`src/rtl/adc_capture_sequencer_pkg.sv`:
```
// Shared types and defaults for the four-channel ADC capture sequencer.
package adc_capture_sequencer_pkg;

   localparam int NUM_ADC          = 4;
   localparam int DEF_CLK_DIV      = 2;
   localparam int DEF_FRAME_CLKS   = 16;
   localparam int DEF_SAMPLE_BITS  = 12;
   localparam int DEF_QUIET_CYCLES = 4;

   typedef enum logic [1:0] {
      ST_IDLE,
      ST_SETUP,
      ST_SHIFT,
      ST_QUIET
   } state_t;

endpackage

```
`src/rtl/adc_shift_channel.sv`:
```
// One ADC lane: MSB-first serial shift register plus a held output word
// that is refreshed only when load_en is pulsed.
module adc_shift_channel
   import adc_capture_sequencer_pkg::*;
#(
   parameter int SAMPLE_BITS = DEF_SAMPLE_BITS
) (
   input  logic                   clk,
   input  logic                   reset_b,
   input  logic                   shift_en,
   input  logic                   sdata,
   input  logic                   load_en,
   output logic [SAMPLE_BITS-1:0] sample
);

   logic [SAMPLE_BITS-1:0] shreg;

   // NOTE: the shift register is a handful of flops, not a memory, so it is
   // reset along with everything else; sequential state uses <= only.
   always_ff @(posedge clk or negedge reset_b) begin
      if (!reset_b) begin
         shreg  <= '0;
         sample <= '0;
      end else begin
         if (shift_en) shreg <= (shreg << 1) | SAMPLE_BITS'(sdata);
         if (load_en)  sample <= shreg;
      end
   end

endmodule

```
`src/rtl/adc_capture_sequencer.sv`:
```
// Frame sequencer for four SPI ADCs sharing one sclk: chip selects, sclk
// divider, bit counting, per-channel capture and overrun reporting.
module adc_capture_sequencer
   import adc_capture_sequencer_pkg::*;
#(
   parameter int CLK_DIV      = DEF_CLK_DIV,
   parameter int FRAME_CLKS   = DEF_FRAME_CLKS,
   parameter int SAMPLE_BITS  = DEF_SAMPLE_BITS,
   parameter int QUIET_CYCLES = DEF_QUIET_CYCLES
) (
   input  logic                   clk,
   input  logic                   reset_b,
   input  logic                   enable,
   input  logic                   start_tick,
   input  logic [NUM_ADC-1:0]     ch_mask,
   input  logic [NUM_ADC-1:0]     adc_sdata,
   output logic [NUM_ADC-1:0]     cs_n,
   output logic                   sclk,
   output logic [SAMPLE_BITS-1:0] sample0,
   output logic [SAMPLE_BITS-1:0] sample1,
   output logic [SAMPLE_BITS-1:0] sample2,
   output logic [SAMPLE_BITS-1:0] sample3,
   output logic                   sample_valid,
   output logic                   busy,
   output logic                   overrun
);

   localparam logic [7:0] DIV_LAST   = 8'(CLK_DIV - 1);
   localparam logic [5:0] BIT_LAST   = 6'(FRAME_CLKS - 1);
   localparam logic [7:0] QUIET_LAST = 8'(QUIET_CYCLES);

   state_t                             state;
   logic [7:0]                         div_cnt;
   logic [5:0]                         bit_cnt;
   logic [7:0]                         quiet_cnt;
   logic [NUM_ADC-1:0]                 mask_q;
   logic                               idle_entry;
   logic                               shift_en;
   logic                               frame_done;
   logic [NUM_ADC-1:0][SAMPLE_BITS-1:0] samples;

   // Capture happens on the same edge that drives sclk from low to high.
   assign shift_en   = (state == ST_SHIFT) && !sclk && (div_cnt == DIV_LAST);
   assign frame_done = (state == ST_SHIFT) && sclk && (div_cnt == DIV_LAST) &&
                       (bit_cnt == BIT_LAST);

   always_ff @(posedge clk or negedge reset_b) begin
      if (!reset_b) begin
         state        <= ST_IDLE;
         div_cnt      <= '0;
         bit_cnt      <= '0;
         quiet_cnt    <= '0;
         mask_q       <= '0;
         idle_entry   <= 1'b0;
         cs_n         <= '1;
         sclk         <= 1'b1;
         sample_valid <= 1'b0;
         busy         <= 1'b0;
         overrun      <= 1'b0;
      end else begin
         sample_valid <= 1'b0;
         idle_entry   <= 1'b0;

         // The first IDLE cycle still counts as busy for incoming requests.
         if (start_tick && ((state != ST_IDLE) || idle_entry)) overrun <= 1'b1;

         case (state)
            ST_IDLE: begin
               if (start_tick && !idle_entry && enable && (ch_mask != '0)) begin
                  mask_q  <= ch_mask;
                  cs_n    <= ~ch_mask;
                  div_cnt <= '0;
                  busy    <= 1'b1;
                  state   <= ST_SETUP;
               end
            end

            ST_SETUP: begin
               if (div_cnt == DIV_LAST) begin
                  div_cnt <= '0;
                  bit_cnt <= '0;
                  sclk    <= 1'b0;
                  state   <= ST_SHIFT;
               end else begin
                  div_cnt <= div_cnt + 8'd1;
               end
            end

            ST_SHIFT: begin
               if (div_cnt == DIV_LAST) begin
                  div_cnt <= '0;
                  if (!sclk) begin
                     sclk <= 1'b1;
                  end else if (bit_cnt == BIT_LAST) begin
                     cs_n         <= '1;
                     sample_valid <= 1'b1;
                     quiet_cnt    <= '0;
                     state        <= ST_QUIET;
                  end else begin
                     bit_cnt <= bit_cnt + 6'd1;
                     sclk    <= 1'b0;
                  end
               end else begin
                  div_cnt <= div_cnt + 8'd1;
               end
            end

            ST_QUIET: begin
               if (quiet_cnt == QUIET_LAST) begin
                  busy       <= 1'b0;
                  idle_entry <= 1'b1;
                  state      <= ST_IDLE;
               end else begin
                  quiet_cnt <= quiet_cnt + 8'd1;
               end
            end

            default: state <= ST_IDLE;
         endcase
      end
   end

   for (genvar i = 0; i < NUM_ADC; i++) begin : g_ch
      adc_shift_channel #(
         .SAMPLE_BITS(SAMPLE_BITS)
      ) u_ch (
         .clk      (clk),
         .reset_b  (reset_b),
         .shift_en (shift_en),
         .sdata    (adc_sdata[i]),
         .load_en  (frame_done && mask_q[i]),
         .sample   (samples[i])
      );
   end

   assign sample0 = samples[0];
   assign sample1 = samples[1];
   assign sample2 = samples[2];
   assign sample3 = samples[3];

endmodule

```
`config.mk`:
```
export PLATFORM = sky130hd
export DESIGN_NAME = adc_capture_sequencer
export DESIGN_NICKNAME = d
export VERILOG_FILES = /design/src/rtl/adc_capture_sequencer_pkg.sv /design/src/rtl/adc_shift_channel.sv /design/src/rtl/adc_capture_sequencer.sv
export SDC_FILE = /design/constraint.sdc
export NUM_CORES = 1
export LEC_CHECK = 0
export BUFFER_PORTS_ARGS = -buffer_cell sky130_fd_sc_hd__buf_2
export CAP_MARGIN = 20
export CORE_MARGIN = 2
export CORE_UTILIZATION = 54
export DETAILED_ROUTE_END_ITERATION = 6
export PLACE_DENSITY = 0.71
export SYNTH_ARGS = -nofsm -noshare
export SYNTH_HDL_FRONTEND = slang
export SYNTH_HIERARCHICAL = 1
export SYNTH_SLANG_ARGS = --single-unit
```
`constraint.sdc`:
```
create_clock -name clk -period 3.95 [get_ports clk]
set_input_delay 1.185 -clock clk [delete_from_list [all_inputs] [get_ports clk]]
set_output_delay 1.185 -clock clk [all_outputs]
set_load 0.1 [all_outputs]
```
==> impl_results.md <==
* Post-synthesis xor/xnor area fraction at 0.145%
* Clk buf depth at 2
* Resized cells post-CTS at 0
* Die Area at 0.0121 sq mm
* Sequential share of power at 46.5%
* Relative slew margins at 48.0%
* Dpl ws at 0.847 ns
* Mapped cell area at just over 0.006 sq mm
* Die W at approximately 110 um
* CP Capture Type: flop
* Top-area cell type share of the netlist area at 52.9%
* Hold Buf Count CTS at 0
* Initial Util at a little under three fifths
* CP Max Fanout at 18
* Non-filler cells, final at 660
* Share of cells above drive strength 1 at between 40% and 50%
* WL final at 11100 um
* Reg2reg start: state[0]
* Initial antenna violation count at 0
* Routed vias at 3687
* Iter 0 DRT Violations at 230
* Post-Syn Nets at 453
* Adder-cell share of the synthesized area at 2.07%
* Synth Area in Compound Gates at 6.84%
* Largest family of logic cells by synthesized area: multiplexers
* Post-DP HPWL at about 7500 um
* Total GRT Usage at 20.2%
* CTS tree: built
* Port Buffers at 67
* First-pass GRT wire length at 18600 um
* Final Hold Vio Count at 0
* Setup bufs post-CTS at 0
* Drc violations at 0
* Worst vdd ir at 0.000258 V
* Crit Path Category: flop to flop
* Proportion of synthesized area in mux cells at 24.0%
* Cts bufs inserted at 17
* Max Freq at 0.319 GHz
* Clock Pin Slew Worst Setup and Hold Paths at 0.06 ns
* Cell taking the most area after synthesis: dfrtp_1
* CTS sink cnt at 133
* Sw frac at 20.5%
* HP Class: flop to flop
* Post-synth ARST share at 100%
* N_diodes at 0
* Setup TNS at 0 ns
* Fin crit share at between 70% and 80%
* Worst reg2reg endpoint: g_ch[0].u_ch/sample[0]
* Worst setup margin at 0.818 ns
* Worst hold margin at 0.455 ns
* Max-cap violations at 0
* Gpl congestion at between 0.8 and 0.9
* Outcome: completed
* Htree depth at 4
* Area Growth Syn to Fin at 17.3%
* Sequential-to-total area share from yosys stat at 55.1%
* Cells after DPL at 628
* Vias in the first global route at between 3000 and 4000
* Cell Pwr Density at 422 mW/mm^2
* Main synth FF type: dfrtp_1
* Synth top area cells: dfrtp_1 (53%), mux2_4 (20%), mux2_2 (3.2%), dfstp_2 (2.2%), ha_1 (2.1%)
* Hold_sp: overrun
* Leakage Power at 3.52 nW
* Worst-Margin Slew at 0.775 ns
* Comb pwr share at between 2 and 2.5%
* Worst EP required at approximately 4.4 ns
* Hold EP: overrun
* NetSw at around 0.62 mW
* Number of unique standard cell types used by synthesis at 58
* Simple-gate share of the synthesized area at 8.78%
* Nets at 529
* Number of detailed-route iterations in the first pass at 4
* Die Ht at 110 um
* # IOs at 68
* CP Launch Type: flop
* Internal at between 2 and 2.5 mW
* RSZ-0062 raised after global routing: no
* Worst reg-to-reg path cell count at 7
* Seq cells post-synth at around 130
* Arrival time at the worst endpoint at between 3 and 4 ns
* Clock share of power at 51.3%
* Final Skew at between 0.005 and 0.006 ns
* Routed vias/inst at 5.59
* Cell count of the worst hold path at 1
* Cell row count at 38
* EDFF count, synth at 0
* Mapped Avg Cell Area at about 14 sq um
* Final global-route overflow total at 0
* Mapped Cells at 431
* Final setup vio count at 0
* Yosys warning count at 6
* Fin crit period at roughly 3.1 ns
* Core Region at between 0.01 and 0.015 sq mm
* Clock Tree Root: clkbuf_8
* Average wire per standard cell at 16.8 um
* Skew-Pair Late Insertion Delay at 0.52 ns
* Largest net degree at the start of global routing at between 60 and 70
* Pins Over Slew Limit at 0
* Reg2reg setup slack at between 0.8 and 0.9 ns
* DRT antenna net count at 0
==> metrics by stage <==
step           total power [mW]  util [%]  cell area [sq um]
3_5_place_dp               1.48      59.8               6520
6_report                   3.00      65.2               7100
4_1_cts                    3.04      65.2               7100
3_3_place_gp               1.48      59.8               6520
2_1_floorplan              1.44         -               6060
5_1_grt                    3.11      65.2               7100
==> cells in the final DEF, fill, tap and decap left out, types with 3 or more instances in the layout <==
| cell type | n |
|---|---|
| dfrtp_1 | 128 |
| mux2_4 | 80 |
| buf_2 | 66 |
| nand2_1 | 28 |
| mux2_2 | 17 |
| o21ai_0 | 16 |
| clkbuf_16 | 16 |
| inv_1 | 15 |
| nand3_1 | 10 |
| ha_1 | 10 |
| and3_1 | 8 |
| nor2_1 | 8 |
| a31oi_1 | 8 |
| mux2i_1 | 6 |
| a21oi_1 | 5 |
| clkinv_2 | 5 |
| dfstp_2 | 5 |
| buf_4 | 5 |
| nor3_1 | 4 |
| and2_1 | 4 |
| or3_1 | 4 |
| o211ai_1 | 4 |
| a22o_1 | 3 |
| or4_1 | 3 |
| nand2b_1 | 3 |
| a2bb2oi_1 | 3 |
| bufinv_16 | 3 |
==> cell usage after synthesis (2+ instances only) <==
| master | n |
|---|---|
| and2_1 | 4 |
| o211ai_1 | 4 |
| or3_1 | 4 |
| inv_1 | 15 |
| or2_2 | 2 |
| dfrtp_1 | 128 |
| mux2_4 | 80 |
| dfstp_2 | 5 |
| mux2_2 | 17 |
| or4_1 | 3 |
| nand4_1 | 2 |
| nand2b_1 | 3 |
| a31oi_1 | 8 |
| nor2_1 | 8 |
| o311ai_0 | 2 |
| o21ai_0 | 16 |
| ha_1 | 10 |
| o22ai_1 | 2 |
| buf_6 | 9 |
| and3_1 | 8 |
| a2bb2oi_1 | 3 |
| nor3_1 | 5 |
| a221o_1 | 2 |
| a21oi_1 | 5 |
| nor4_1 | 2 |
| nand3b_1 | 2 |
| nand2_1 | 28 |
| nand3_1 | 10 |
| mux2i_1 | 6 |
| a211oi_1 | 2 |
| clkbuf_1 | 6 |
| o41ai_1 | 2 |
| a22o_1 | 3 |
==> state kept, by name (all words and copies together), names as in the netlist, 2 cells and up <==
name              flops
bit_cnt               6
cs_n                  4
div_cnt               8
g_ch.u_ch/sample     48
g_ch.u_ch/shreg      48
mask_q                4
quiet_cnt             8
state                 2
==> logic make-up after synthesis <==
logic type | after synthesis
xor+xnor | 1
flops | 133
mux | 103
fa+ha+maj | 10
buf+inv | 32
compound gates | 59
simple gates | 93
==> layer usage <==
| layer | vias to the layer above | global-route usage [%] | part of all wire, % |
|---|---|---|---|
| met3 | 19 | 5.28 | 4.5 |
| met2 | 91 | 30.7 | 49 |
| li1 | 1731 | - | - |
| met4 | 0 | 8.59 | 2.0 |
| met1 | 1846 | 27.6 | 45 |
| met5 | - | 0 | 0 |
==> worst max-delay path by stage <==
stage,depth (start not counted),slack [ns],to,startpoint
2_1_floorplan,7,1.23,g_ch[0].u_ch/shreg[0],div_cnt[1]
3_3_place_gp,7,1.01,g_ch[1].u_ch/sample[0],state[0]
3_5_place_dp,7,0.85,g_ch[0].u_ch/sample[0],state[0]
4_1_cts,7,0.80,g_ch[0].u_ch/sample[0],state[0]
5_1_grt,7,0.54,g_ch[3].u_ch/sample[11],state[0]
6_report,7,0.82,g_ch[0].u_ch/sample[0],state[0]
==> worst max-delay path, cell delays in order (launching register included) <==
cell and delay, ns:
dfrtp_1 0.41, inv_1 0.12, ha_1 0.57, nor4bb_1 0.36
nand4_2 0.27, inv_2 0.20, and2_1 0.65, mux2_2 0.42
==> power by group through the flow <==
stage                     clock (mW)  sequential (mW)  combinational, mW
final                           1.54             1.40             0.0642
after global routing            1.64             1.40             0.0729
after CTS                       1.58             1.40             0.0668
after detailed placement           0             1.42             0.0661
after global placement             0             1.42             0.0642
after floorplan                    0             1.41             0.0275
==> final cells by class <==
cell class                 count  area (sq um)
fill                         796          3780
sequential                   133          3330
tap                          140           175
clock inverter                13           156
inverter                      16          60.1
timing repair buffer          73           408
clock buffer                  19           432
multi-input combinational    266          2540
No activity file was read; power rests on OpenSTA's default activity.
